File: config.mk
export PLATFORM = sky130hd
export DESIGN_NAME = sat_counter
export DESIGN_NICKNAME = d
export VERILOG_FILES = /design/src/rtl/sat_counter.sv
export SDC_FILE = /design/constraint.sdc
export NUM_CORES = 1
export LEC_CHECK = 0
export CAP_MARGIN = 20
export CORE_AREA = 4 4 41 43
export DETAILED_ROUTE_END_ITERATION = 6
export DIE_AREA = 0 0 45 47
export DONT_BUFFER_PORTS = 1
export PLACE_DENSITY = 0.62
export REMOVE_ABC_BUFFERS = 1
export SETUP_SLACK_MARGIN = 0.2
export SYNTH_ARGS = -nofsm -noshare
export SYNTH_HDL_FRONTEND = slang
export SYNTH_SLANG_ARGS = --single-unit
File: constraint.sdc
create_clock -name clk -period 2 [get_ports clk]
set_input_delay 0.2 -clock clk [delete_from_list [all_inputs] [get_ports clk]]
set_output_delay 0.2 -clock clk [all_outputs]
set_load 0.02 [all_outputs]
File: src/rtl/sat_counter.sv
// Saturating event counter with synchronous clear; clear beats increment.
module sat_counter #(
  parameter int STAT_W = 8
) (
  input  logic              clk,
  input  logic              rst,
  input  logic              inc,
  input  logic              clr,
  output logic [STAT_W-1:0] cnt
);

  logic [STAT_W-1:0] cnt_q, cnt_d;

  always_comb begin
    cnt_d = cnt_q;
    if (clr) begin
      cnt_d = '0;
    end else if (inc && (cnt_q != '1)) begin
      cnt_d = cnt_q + STAT_W'(1);
    end
  end

  always_ff @(posedge clk or posedge rst) begin
    if (rst) begin
      cnt_q <= '0;
    end else begin
      cnt_q <= cnt_d;
    end
  end

  assign cnt = cnt_q;

endmodule : sat_counter

Word-level counts from Yosys, hierarchy flattened
Index checks and enable logic that the tools add are counted.
Storage, ports and cells
  flip-flop bits (word level): 8
  output and inout bits: 8
  logic and storage cells: 7
Operators by class
  add/subtract/negate cells: 1
  equal/unequal tests: 1
  mux-type cells: 2
  reduce and logical (&&, ||, !) cells: 2
Operators with widths (count)
  8-bit two-way mux: 2
  8-bit by 1-bit adder with 8-bit output, second input constant: 1
  8-bit inequality test, second input constant: 1
  2-bit nonzero test: 1
  1-bit logical AND: 1

Longest topological paths before layout
  word-level depth: 4
  gate-level depth with buffers: 4

Worst setup path after synthesis
Ideal clock, no wire load.
  kind: register -> register
  start point: register cnt_q[0] (netlist: cnt[0])
  end point: register cnt_q[5] (netlist: cnt[5])
  data arrival time: 1.521 ns
  data required time: 1.875 ns
  path slack: 0.354 ns
  cell stages (with the launch flop): 5
  path buffers: 0
  clock period less this slack: 1.646 ns
  cell sequence: dfrtp_1 ha_1 and3_1 a211oi_2 mux2_4
Between the ends
  longest elaborated chain between the ends: 3
RTL lines
  start, declared: line 12  | logic [STAT_W-1:0] cnt_q, cnt_d;
  start signal, assigned: line 27  | cnt_q <= cnt_d;
  8-bit by 1-bit adder with 8-bit output or 8-bit inequality test (tied branches): line 19, 18
  8-bit two-way mux or 1-bit logical AND (tied branches): line 18  | end else if (inc && (cnt_q != '1)) begin
  8-bit two-way mux or 2-bit nonzero test (tied branches)
Parallel ways exist; a longest one is shown, timed or not. The select of a mux whose other input is x is not followed.
A chain may end at the register's enable or synchronous reset.

Worst setup path in the final report
  start point: register cnt_q[1] (netlist: cnt[1])
  end point: register cnt_q[5] (netlist: cnt[5])
The elaborated chain is that of the path after synthesis.

==> impl_metrics.toml <==
[grt]
antenna_found_initial = 0
grt_pass1_vias = 378
grt_first_pass_wirelength_mm = 1.84
globalRoute.totalOverflow = 0
grt_usage_pct = 12.1
grt_start_max_net_pins = 11

[routing]
detail_route.drc_violations = 0
viasPerCell = 5.43
wl_per_cell_microns = 14.2
via_count = 375
drt_iter0_markers = 5
drtAntennaViolNets = 0
routed_wl_microns = 979
drt-pass1-iter-count = 4

[placement]
numPortBuffers = 0
dpl.hpwl_microns = 760
gpl.final_weighted_congestion = 0.778
placed_cell_area_sq_um = 531

[floorplan]
die_w_microns = 45
num_rows = 13
coreArea_sq_um = 1300
num_io_pins = 12
initial_core_util_pct = 38.8
die_area_sq_um = 2120
floorplan.die.height_microns = 47

[logic_synthesis]
postSynth.asyncResetShare_pct = 100
yosys-mux-area-fraction_pct = 13.9
netlist_area_before_placement_sq_um = 504
post_synth_num_cell_types = 25
synth_xor_xnor_area_share_pct = 0
post_synth_inst_count = 49
synth-compound-area-share_pct = 15.6
synth_top_family_by_area = "simple AND/OR/NAND/NOR gates"
yosys.area_share.simple_pct = 23.8
adder_cell_area_share_of_the_yosys_netlist_pct = 2.48
ys_ff_latch = 8
count_of_flip_flops_with_a_built_in_enable_after_synthesis = 0
syn-mean-instance-area_sq_um = 10.3
seq_area_frac_synth_pct = 39.7
yosys_most_used_dff = "sky130_fd_sc_hd__dfrtp_1"
yosys_warnings = 0

[sta]
timing_hold_violations_final = 0
count_of_pins_over_their_slew_limit = 0
period_needed_ns = 1.70
rel_slew_slack_pct = 76.3
fin_setup_tns_ns = 0
grt_setup_unrepaired = "no"
timing.fmax_mhz = 588
finalClockSkew_ns = 0.00197
timing_worst_slew_pin_value_ns = 0.355
setup_violations = 0
tcrit_tclk_final_pct = 85.1

[layout]
filler_cell_count = 130
multi_input_comb_area_sq_um = 282
register_area_sq_um = 200
drive_gt1_share_pct = 25.9
number_of_flip_flops_under_the_largest_register_name = 8
layout.cells.most_common_list = "sky130_fd_sc_hd__dfrtp_1 (8), sky130_fd_sc_hd__nand2_1 (4), sky130_fd_sc_hd__nor2b_1 (4), sky130_fd_sc_hd__nor2_1 (4), sky130_fd_sc_hd__mux2_4 (4)"
design_area_sq_um = 563
most_common_cell_after_layout_fill_and_taps_aside = "sky130_fd_sc_hd__dfrtp_1"
syn2layout_area_growth_pct = 11.7
n_antenna_cell = 0
nets = 61

[flow_run]
drv.max_cap_violation_count = 0

[run_status]
outcome = "complete, no violations"

[setup_path]
critical_path.endpoint = "cnt[5]$_DFFE_PP0P_"
critPathArrivalTime_ns = 1.84
rr_worst_depth = 4
data_required_time_at_the_worst_endpoint_ns = 2.14
endpoint_kind = "register"
reg2reg_slack_ns = 0.30
reg2reg_from = "cnt[1]$_DFFE_PP0P_"
path_class = "reg2reg"
worst-path-max-fanout = 5
crit_path_start = "cnt[1]$_DFFE_PP0P_"
worstReg2RegEnd = "cnt[5]$_DFFE_PP0P_"
critPathLaunchType = "register"

[pwr]
vdd.ir_drop.worst_uv = 378
p_per_area_nw_per_um2 = 571
finalPower_uw = 321
total_leakage_power_uw = 0.000267

[clock_network]
total_setup_buffers_inserted_after_cts = 0
numCtsBuffers = 3
tritoncts_clock_tree = "yes"
root_buffer = "sky130_fd_sc_hd__clkbuf_4"
cts_buffer_depth = 2
ctsHtreeMaxLevel = 1
cts.reportedPaths.clkPinSlew_ns = 0.05
clk_latency_ns = 0.25
cts.sink_count = 8

[hold_path]
worstHoldPathType = "in2reg"
[cells by family (layout without fill, tap and decap cells)]
logic type / Yosys count / in the layout
AO/OA/AOI/OAI: 9 / 9
adder cells (fa/ha/maj): 1 / 1
buffers and inverters: 4 / 9
flip-flops: 8 / 8
multiplexers: 5 / 5
AND/OR/NAND/NOR: 22 / 22
[what timing repair did]
action	in CTS	in global routing
hold buffers	1	0
hold endpoints to repair	8	0
gates resized for setup	0	0
[where the power goes]
part | total, uW | switching [uW] | leakage, uW | internal, uW
clock | 122 | 53.1 | 0.0000138 | 68.6
sequential | 172 | 6.51 | 0.000110 | 166
combinational | 27.4 | 14.4 | 0.000143 | 13.0
total | 321 | 74.0 | 0.000267 | 247
[Yosys cell counts, types with 2 or more instances]
master                    n  share of area (%)
sky130_fd_sc_hd__nor2_1   4                3.0
sky130_fd_sc_hd__dfrtp_1  8                 40
sky130_fd_sc_hd__a21oi_2  2                3.5
sky130_fd_sc_hd__nor2b_1  4                5.0
sky130_fd_sc_hd__inv_1    2                1.5
sky130_fd_sc_hd__nand2_1  4                3.0
sky130_fd_sc_hd__nand4_1  2                2.5
sky130_fd_sc_hd__mux2_4   4                 12
sky130_fd_sc_hd__nand3_1  2                2.0
sky130_fd_sc_hd__a21oi_1  2                2.0
[through the flow]
step	setup slack [ns]	cells	hold slack, ns	util [%]
after global routing	0.224	69	0.0154	43.3
after floorplan	0.354	47	0.0157	-
final	0.299	69	0.0215	43.3
after detailed placement	0.309	65	0.0681	40.8
after CTS	0.301	69	0.0143	43.3
after global placement	0.335	65	0.0613	40.8
[critical path, stage by stage, from the launching register on]
cell and delay (ns):
sky130_fd_sc_hd__dfrtp_1 0.47, sky130_fd_sc_hd__ha_1 0.28, sky130_fd_sc_hd__and3_1 0.25, sky130_fd_sc_hd__a211oi_2 0.27, sky130_fd_sc_hd__mux2_4 0.32
[cell type report]
type	count	share of cell area (%)
multi-input cells	37	50.0
flip-flops and latches	8	35.6
repair buffers	4	5.78
clock buffers	3	4.00
well taps	15	3.33
inverters	2	1.33
[worst min-delay path by stage]
stage                     startpoint                  to  cells past startpoint
after floorplan                  rst  cnt[0]$_DFFE_PP0P_                      1
after global placement           rst  cnt[0]$_DFFE_PP0P_                      1
after detailed placement         rst  cnt[0]$_DFFE_PP0P_                      1
after CTS                        clr  cnt[2]$_DFFE_PP0P_                      1
after global routing             clr  cnt[2]$_DFFE_PP0P_                      1
final                            clr  cnt[2]$_DFFE_PP0P_                      1
[metal layers]
layer	vias up	track usage, %	routed length (microns)
li1	185	-	-
met1	182	14.7	462
met2	8	19.8	457
met3	0	6.13	58
met4	0	1.75	0
met5	-	0	0
Power figures use the tool's default switching activity.
